[config.mk]
export PLATFORM = sky130hd
export DESIGN_NAME = leb128_decoder_flat
export DESIGN_NICKNAME = d
export VERILOG_FILES = /design/src/rtl/leb128_decoder_pkg.sv /design/src/rtl/leb128_decoder_if.sv /design/src/rtl/leb128_decoder.sv /design/src/flat_wrapper.sv
export SDC_FILE = /design/constraint.sdc
export NUM_CORES = 1
export LEC_CHECK = 0
export ABC_AREA = 1
export BUFFER_PORTS_ARGS = -buffer_cell sky130_fd_sc_hd__buf_2
export CAP_MARGIN = 20
export CORE_ASPECT_RATIO = 0.75
export CORE_MARGIN = 4
export CORE_UTILIZATION = 64
export CTS_BUF_LIST = sky130_fd_sc_hd__clkbuf_8
export CTS_CLUSTER_DIAMETER = 120
export DETAILED_ROUTE_END_ITERATION = 10
export GPL_TIMING_DRIVEN = 0
export PLACE_DENSITY = 0.95
export SYNTH_ARGS = -nofsm -noshare
export SYNTH_HDL_FRONTEND = slang
export SYNTH_SLANG_ARGS = --single-unit
[constraint.sdc]
create_clock -name clk -period 9.59 [get_ports clk]
set_input_delay 0.959 -clock clk [delete_from_list [all_inputs] [get_ports clk]]
set_output_delay 0.959 -clock clk [all_outputs]
set_load 0.02 [all_outputs]
[src/rtl/leb128_decoder_pkg.sv]
// Shared cpu package: trap codes, LEB128 decoder states, sizing helper.
package leb128_decoder_pkg;

    localparam logic [3:0] TRAP_NONE         = 4'h0;
    localparam logic [3:0] TRAP_LEB_OVERFLOW = 4'h3;
    localparam logic [3:0] TRAP_LEB_NONCANON = 4'h4;

    localparam logic [1:0] ST_ACC   = 2'd0;
    localparam logic [1:0] ST_DONE  = 2'd1;
    localparam logic [1:0] ST_ERROR = 2'd2;

    function automatic int max_bytes(input int width);
        return (width + 6) / 7;
    endfunction

endpackage

[src/rtl/leb128_decoder_if.sv]
// Fetch-to-decode LEB128 stream bundle with valid/ready on both sides.
interface leb128_decoder_if #(
    parameter int WIDTH = 64
);
    logic [7:0]       in_data;
    logic             in_valid;
    logic             in_ready;
    logic             signed_mode;
    logic [WIDTH-1:0] out_data;
    logic [3:0]       out_len;
    logic             out_valid;
    logic             out_ready;
    logic [3:0]       trap;

    modport master (
        output in_data, in_valid, signed_mode, out_ready,
        input  in_ready, out_data, out_len, out_valid, trap
    );

    modport slave (
        input  in_data, in_valid, signed_mode, out_ready,
        output in_ready, out_data, out_len, out_valid, trap
    );
endinterface

[src/rtl/leb128_decoder.sv]
// Byte-serial LEB128 immediate decoder (fetch -> decode).
// Optional: LEB128_CANONICAL_CHECK_EN traps non-minimal encodings.
module leb128_decoder
    import leb128_decoder_pkg::*;
#(
    parameter int WIDTH     = 64,
    parameter int MAX_BYTES = max_bytes(WIDTH)
) (
    input  logic             clk,
    input  logic             reset,
    leb128_decoder_if.slave  bus
);

    localparam int REM = WIDTH - 7 * (MAX_BYTES - 1);

    logic [1:0]       state;
    logic [WIDTH-1:0] acc;
    logic [3:0]       count;
    logic             sgn;
    logic [3:0]       len_q;
    logic [3:0]       trap_q;

    logic             in_ready;
    logic             sm;
    logic [6:0]       sh;
    logic [3:0]       cnt1;
    logic [6:0]       ext_sh;
    logic [WIDTH-1:0] payload;
    logic [WIDTH-1:0] acc_nx;
    logic [WIDTH-1:0] ext;
    logic             last;
    logic [6:0]       hi;
    logic [6:0]       hi_exp;
    logic             bad_top;
    logic             noncanon;

    assign in_ready      = reset && (state == ST_ACC);
    assign bus.in_ready  = in_ready;
    assign bus.out_valid = (state == ST_DONE);
    assign bus.out_data  = acc;
    assign bus.out_len   = len_q;
    assign bus.trap      = trap_q;

    // Next accumulator value, sign-extension mask and last-byte range check
    always_comb begin
        sm      = (count == 4'd0) ? bus.signed_mode : sgn;
        sh      = 7'(count) * 7'd7;
        cnt1    = count + 4'd1;
        ext_sh  = 7'(cnt1) * 7'd7;
        payload = WIDTH'(bus.in_data[6:0]) << sh;
        acc_nx  = acc | payload;
        ext     = '0;
        if (sm && bus.in_data[6])
            ext = {WIDTH{1'b1}} << ext_sh;
        last    = (count == 4'(MAX_BYTES - 1));
        hi      = bus.in_data[6:0] >> REM;
        hi_exp  = 7'h00;
        if (sm && bus.in_data[REM-1])
            hi_exp = 7'h7F >> REM;
        bad_top = last && (hi != hi_exp);
    end

`ifdef LEB128_CANONICAL_CHECK_EN
    logic prev_b6;

    // Remember bit6 of the previous byte for the minimal-encoding check
    always_ff @(posedge clk) begin
        if (!reset)
            prev_b6 <= 1'b0;
        else if (bus.in_valid && in_ready)
            prev_b6 <= bus.in_data[6];
    end

    // A redundant trailing byte only repeats what the previous byte implied
    always_comb begin
        noncanon = 1'b0;
        if (count != 4'd0) begin
            if (sm)
                noncanon = (bus.in_data == 8'h00 && !prev_b6) ||
                           (bus.in_data == 8'h7F && prev_b6);
            else
                noncanon = (bus.in_data == 8'h00);
        end
    end
`else
    assign noncanon = 1'b0;
`endif

    // Accumulate / present / trap state machine
    always_ff @(posedge clk) begin
        if (!reset) begin
            state  <= ST_ACC;
            acc    <= '0;
            count  <= 4'd0;
            sgn    <= 1'b0;
            len_q  <= 4'd0;
            trap_q <= TRAP_NONE;
        end else begin
            case (state)
                ST_ACC: begin
                    if (bus.in_valid && in_ready) begin
                        if (count == 4'd0)
                            sgn <= bus.signed_mode;
                        if (bus.in_data[7]) begin
                            if (last) begin
                                state  <= ST_ERROR;
                                trap_q <= TRAP_LEB_OVERFLOW;
                            end else begin
                                acc   <= acc_nx;
                                count <= cnt1;
                            end
                        end else if (noncanon) begin
                            state  <= ST_ERROR;
                            trap_q <= TRAP_LEB_NONCANON;
                        end else if (bad_top) begin
                            state  <= ST_ERROR;
                            trap_q <= TRAP_LEB_OVERFLOW;
                        end else begin
                            acc   <= acc_nx | ext;
                            count <= cnt1;
                            len_q <= cnt1;
                            state <= ST_DONE;
                        end
                    end
                end
                ST_DONE: begin
                    if (bus.out_ready) begin
                        state <= ST_ACC;
                        acc   <= '0;
                        count <= 4'd0;
                    end
                end
                default: begin
                    state <= ST_ERROR;
                end
            endcase
        end
    end

endmodule

[src/flat_wrapper.sv]
// flat-port wrapper written by rule: the top's interface ports become plain ports
module leb128_decoder_flat import leb128_decoder_pkg::*;
#(
    parameter int WIDTH     = 64,
    parameter int MAX_BYTES = max_bytes(WIDTH)
)
  (clk, reset, bus_in_data, bus_in_valid, bus_signed_mode, bus_out_ready, bus_in_ready, bus_out_data, bus_out_len, bus_out_valid, bus_trap);
  leb128_decoder_if #(.WIDTH(WIDTH)) bus_i ();
  input  logic clk;
  input  logic reset;
  input wire logic [$bits(bus_i.in_data)-1:0] bus_in_data;
  input wire logic [$bits(bus_i.in_valid)-1:0] bus_in_valid;
  input wire logic [$bits(bus_i.signed_mode)-1:0] bus_signed_mode;
  input wire logic [$bits(bus_i.out_ready)-1:0] bus_out_ready;
  output wire logic [$bits(bus_i.in_ready)-1:0] bus_in_ready;
  output wire logic [$bits(bus_i.out_data)-1:0] bus_out_data;
  output wire logic [$bits(bus_i.out_len)-1:0] bus_out_len;
  output wire logic [$bits(bus_i.out_valid)-1:0] bus_out_valid;
  output wire logic [$bits(bus_i.trap)-1:0] bus_trap;
  assign bus_i.in_data = bus_in_data;
  assign bus_i.in_valid = bus_in_valid;
  assign bus_i.signed_mode = bus_signed_mode;
  assign bus_i.out_ready = bus_out_ready;
  assign bus_in_ready = bus_i.in_ready;
  assign bus_out_data = bus_i.out_data;
  assign bus_out_len = bus_i.out_len;
  assign bus_out_valid = bus_i.out_valid;
  assign bus_trap = bus_i.trap;
  leb128_decoder #(.WIDTH(WIDTH), .MAX_BYTES(MAX_BYTES)) u_core (.clk(clk), .reset(reset), .bus(bus_i));
endmodule
# After elaboration in Yosys (flattened, before gate mapping)
# Index checks and enable logic that the tools add are counted.
dict set report word_totals {
  ff_bits 79
  in_bits 13
  word_cells 62
}
dict set report classes {
  addsub 1
  multipliers 2
  eq_ne 9
  n_shift 2
  muxes 24
  bitwise_logic 4
  reduce_logical 14
}
# cell n
set ops {}
lappend ops {{$mux W64} 6}
lappend ops {{$or A64 B64 Y64} 2}
lappend ops {{$pmux W64 S2} 1}
lappend ops {{$shl A64 B7 Y64 const A} 1}
lappend ops {{$shl A7 B7 Y64} 1}
lappend ops {{$mux W4} 8}
lappend ops {{$mul A4 B3 Y7 const B} 2}
lappend ops {{$mux W2} 5}
lappend ops {{$pmux W4 S2} 1}
lappend ops {{$reduce_and A4 Y1} 2}
lappend ops {{$mux W6} 1}
lappend ops {{$ne A3 B3 Y1 const B} 2}
lappend ops {{$ne A6 B6 Y1} 1}
lappend ops {{$logic_and A1 B1 Y1} 5}
lappend ops {{$reduce_and A5 Y1} 1}
lappend ops {{$add A4 B1 Y4 const B} 1}
lappend ops {{$eq A4 B4 Y1 const B} 1}
lappend ops {{$logic_not A4 Y1} 1}
lappend ops {{$ne A2 B2 Y1 const B} 2}
lappend ops {{$pmux W2 S2} 1}
lappend ops {{$reduce_bool A2 Y1} 2}
lappend ops {{$ne A3 B2 Y1 const B} 1}
lappend ops {{$reduce_and A3 Y1} 1}
lappend ops {{$eq A2 B1 Y1 const B} 1}
lappend ops {{other kinds (5)} 6}

# Logic depth before layout (Yosys ltp)
dict set report depth {
  word_depth 10
  depth_mapped 21
  mapped_depth_nobuf 17
}

# Worst setup path after synthesis
# OpenSTA, ideal clock, no wires.
dict set report synth_path {
  path_kind {register -> register}
  from {register u_core.count[1]}
  to {register u_core.acc[10] (netlist: u_core.bus.out_data[10])}
  t_arrival_ns 3.161
  path_slack_ns 6.365
  path_stages_with_launch 17
  path_buffers 4
  synth_period_minus_slack_ns 3.225
  path_cell_list {dfxtp_1 > buf_2 > inv_1 > buf_2 > ha_1 > ha_1 > xnor2_1 > inv_1 > fa_1 > buf_2 > inv_1 > buf_2 > a21oi_1 > nand4_1 > a21oi_1 > nor2_1 > nor2_1}
}
dict set report synth_via {
  elab_chain_cells 9
  word_cells_on_any_way 24
}
# item line
set synth_rtl {}
lappend synth_rtl {{start: declaration} leb128_decoder.sv:18} ;# logic [3:0] count;
lappend synth_rtl {{start signal: assignment} leb128_decoder.sv:110} ;# count <= cnt1;
lappend synth_rtl {{start signal: assignment} leb128_decoder.sv:120} ;# count <= cnt1;
lappend synth_rtl {{$add A4 B1 Y4} leb128_decoder.sv:48} ;# cnt1 = count + 4'd1;
lappend synth_rtl {{via u_core.cnt1[1]} leb128_decoder.sv:26} ;# logic [3:0] cnt1;
lappend synth_rtl {{$mul A4 B3 Y7} leb128_decoder.sv:49} ;# ext_sh = 7'(cnt1) * 7'd7;
lappend synth_rtl {{$shl A64 B7 Y64} leb128_decoder.sv:54} ;# ext = {WIDTH{1'b1}} << ext_sh;
lappend synth_rtl {{$mux W64} leb128_decoder.sv:53} ;# if (sm && bus.in_data[6])
lappend synth_rtl {{$or A64 B64 Y64} leb128_decoder.sv:119} ;# acc <= acc_nx | ext;
lappend synth_rtl {{$mux W64} leb128_decoder.sv:115} ;# end else if (bad_top) begin
lappend synth_rtl {{$mux W64} leb128_decoder.sv:104} ;# if (bus.in_data[7]) begin
lappend synth_rtl {{$mux W64} leb128_decoder.sv:101} ;# if (bus.in_valid && in_ready) begin
lappend synth_rtl {{$pmux W64 S2} leb128_decoder.sv:99} ;# case (state)
lappend synth_rtl {{end signal: assignment} leb128_decoder.sv:109} ;# acc <= acc_nx;
lappend synth_rtl {{end signal: assignment} leb128_decoder.sv:119}
lappend synth_rtl {{end: declaration} leb128_decoder.sv:17} ;# logic [WIDTH-1:0] acc;
# The timed path passes the listed nets, and every way through them passes these cells. The select of a mux whose other input is x is not followed.
# A chain may end at the register's enable or synchronous reset.

# Worst setup path in the final report
dict set report layout_path {
  from {register u_core.count[1]}
  to {register u_core.acc[58] (netlist: u_core.bus.out_data[58])}
}
# The elaborated chain is that of the path after synthesis.

==> flow_metrics.env <==
export IMPL_outcome="finished, final reports clean"
export IMPL_antenna_found_initial=0
export IMPL_netlist_area_um2=5290
export IMPL_vias=5542
export IMPL_slew_headroom=0.294
export IMPL_p_leak_nw=2.74
export IMPL_core_um2=7950
export IMPL_fill_cells=643
export IMPL_clk_pin_slew_worst_paths_ns=0.08
export IMPL_max_freq_ghz=0.238
export IMPL_drv_cap=0
export IMPL_die_area_um2=9790
export IMPL_slew_viol_final=0
export IMPL_ir_worst_vdd_mv=0.138
export IMPL_synthToLayoutAreaGrowth_pct=13.8
export IMPL_clock_path_buffers=2
export IMPL_cp_required_ns=9.84
export IMPL_yosysWarningCount=0
export IMPL_setup_viol_count_final=0
export IMPL_nets=876
export IMPL_worst_slew_pin_slew_ns=1.05
export IMPL_detail_route_antenna_nets=0
export IMPL_syn_instance_count=757
export IMPL_ctsResizeCount=0
export IMPL_grt_pass1_vias=5349
export IMPL_place_congestion=1.05
export IMPL_place_hpwl_um=13300
export IMPL_synth_top_cell_area_share=0.288
export IMPL_cts_buffers=9
export IMPL_powerDensity_nw_per_um2=179
export IMPL_hp_class="register to register"
export IMPL_root_buffer="clkbuf_8"
export IMPL_cp_arrival_ns=4.45
export IMPL_period_needed_ns=4.20
export IMPL_final_util=0.756
export IMPL_synth_area_top_cells="dfxtp_1 29%, nand2_1 12%, nand3_2 10%, a21oi_2 8.5%, inv_1 8.0%"
export IMPL_dp_cells=946
export IMPL_cts_sinks=76
export IMPL_worst_r2r_setup_slack_ns=5.39
export IMPL_cts_max_level=3
export IMPL_layout_commonest_cell="nand2_1"
export IMPL_drive_gt1_frac=0.300
export IMPL_final_setup_tns_ns=0
export IMPL_postCtsSetupBuffers=0
export IMPL_die_w_um=113
export IMPL_grt_max_degree=14
export IMPL_worstSetupPathType="register to register"
export IMPL_rows=28
export IMPL_drt_iter0_drc=623
export IMPL_yosysTopAreaCell="dfxtp_1"
export IMPL_firstDrtPassIters=7
export IMPL_initial_core_util=0.665
export IMPL_port_buffers=83
export IMPL_antenna_cells=0
export IMPL_overflow=0
export IMPL_cts_hold_buf=0
export IMPL_finClkSkew_ns=0.0119
export IMPL_pin_count=87
export IMPL_ys_seq_area_frac=0.288
export IMPL_drc=0
export IMPL_worst_slack_ns=5.39
export IMPL_synthDistinctLibCells=37
export IMPL_rsz0062_at_grt="false"
export IMPL_die_height_um=86.7
export IMPL_fin_cells=962
export IMPL_track_usage=0.359
export IMPL_via_per_inst=5.76
export IMPL_crit_path_max_fanout=11
export IMPL_final_cell_mix="162 x nand2_1, 112 x inv_1, 98 x buf_2"
export IMPL_placed_cell_area_um2=5840
export IMPL_hold_violations=0
export IMPL_synth_area_per_cell_um2=6.98
export IMPL_wire_per_inst_um=17.9
export IMPL_critPathCaptureType="register"
export IMPL_crit_path_start_kind="register"
export IMPL_cts_tree="built"
export IMPL_postLayoutCellArea_um2=6010
export IMPL_pre_cts_ws_ns=5.55
export IMPL_clk_latency_ns=0.37
export IMPL_wl_um=17200
export IMPL_grt_pass1_wl_um=27500
export IMPL_ys_seq_elements=76
export IMPL_min_period_over_period=0.438
layout make-up:
class	instances	area (µm²)	area share
Clock buffer	10	138	0.0229
Sequential cell	76	1520	0.253
Multi-Input combinational cell	514	2950	0.491
Buffer	53	383	0.0637
Clock inverter	6	40.0	0.00666
Inverter	115	432	0.0718
Tap cell	105	131	0.0218
Timing Repair Buffer	83	415	0.0691
sequential cells by signal (all words and copies together) (netlist names):
name / count
u_core.count: 4
u_core.bus.out_data: 64
u_core.state: 2
u_core.sgn: 1
u_core.bus.out_len: 4
u_core.bus.trap: 1
metrics by stage:
stage               power (mW)  hold slack, ns
floorplan                0.692           0.475
global placement         0.825           0.434
detailed placement       0.829           0.444
CTS                       1.05           0.456
global route              1.13           0.479
finish                    1.07           0.457
synth_stat cells:
cell type / count
a21o_1: 1
a21oi_1: 37
a21oi_2: 51
a31oi_1: 1
buf_1: 1
buf_2: 15
buf_4: 8
buf_6: 12
buf_8: 4
clkbuf_1: 13
clkinv_1: 1
conb_1: 1
dfxtp_1: 76
fa_1: 1
ha_1: 10
inv_1: 112
inv_2: 2
nand2_1: 162
nand2_2: 3
nand2_4: 1
nand2_8: 1
nand3_1: 73
nand3_2: 53
nand3b_1: 1
nand4_1: 15
nor2_1: 58
nor2_2: 4
nor2_4: 3
nor3_1: 15
o211ai_1: 4
o21a_1: 1
o21ai_0: 6
o21ai_1: 3
or2_1: 1
or2_2: 1
xnor2_1: 5
xor2_1: 1
power breakdown:
part           total [mW]  internal, mW  switching, mW
combinational       0.495         0.136          0.359
sequential          0.353         0.338         0.0150
clock               0.226        0.0998          0.126
worst max-delay path, cell delays in order (launching register included):
cell     delay (ns)
dfxtp_1        0.38
buf_2          0.22
inv_1          0.09
buf_2          0.20
ha_1           0.40
ha_1           0.37
xnor2_1        0.26
inv_1          0.09
fa_1           0.40
xnor2_1        0.54
nand2_1        0.36
or2_2          0.42
nand2_1        0.08
nand3_1        0.10
nand3_2        0.14
a21oi_2        0.05
routing by layer:
metal,up-vias,track usage,wire length (µm)
li1,2607,-,-
met1,2504,0.477,7010
met3,58,0.107,2190
met4,0,0.153,700
met5,-,0,0
met2,373,0.544,7340
final timing paths:
check | from | end | cells past startpoint
max | u_core.count[1] | u_core.bus.out_data[58] | 15
min | u_core.bus.out_data[52] | u_core.bus.out_data[52] | 2
max reg2reg | u_core.count[1] | u_core.bus.out_data[58] | 15
min reg2reg | u_core.bus.out_data[52] | u_core.bus.out_data[52] | 2
cells by family after synthesis:
kind of cell               Yosys count  share of synthesized area
other                                1                   0.000710
buffers and inverters              168                      0.154
AOI/OAI and AO/OA                  104                      0.138
xor gates and xnor gates             6                    0.00994
and+or+nand+nor                    391                      0.382
DFF                                 76                      0.288
adders and majority gates           11                     0.0275
Power figures use the tool's default switching activity.
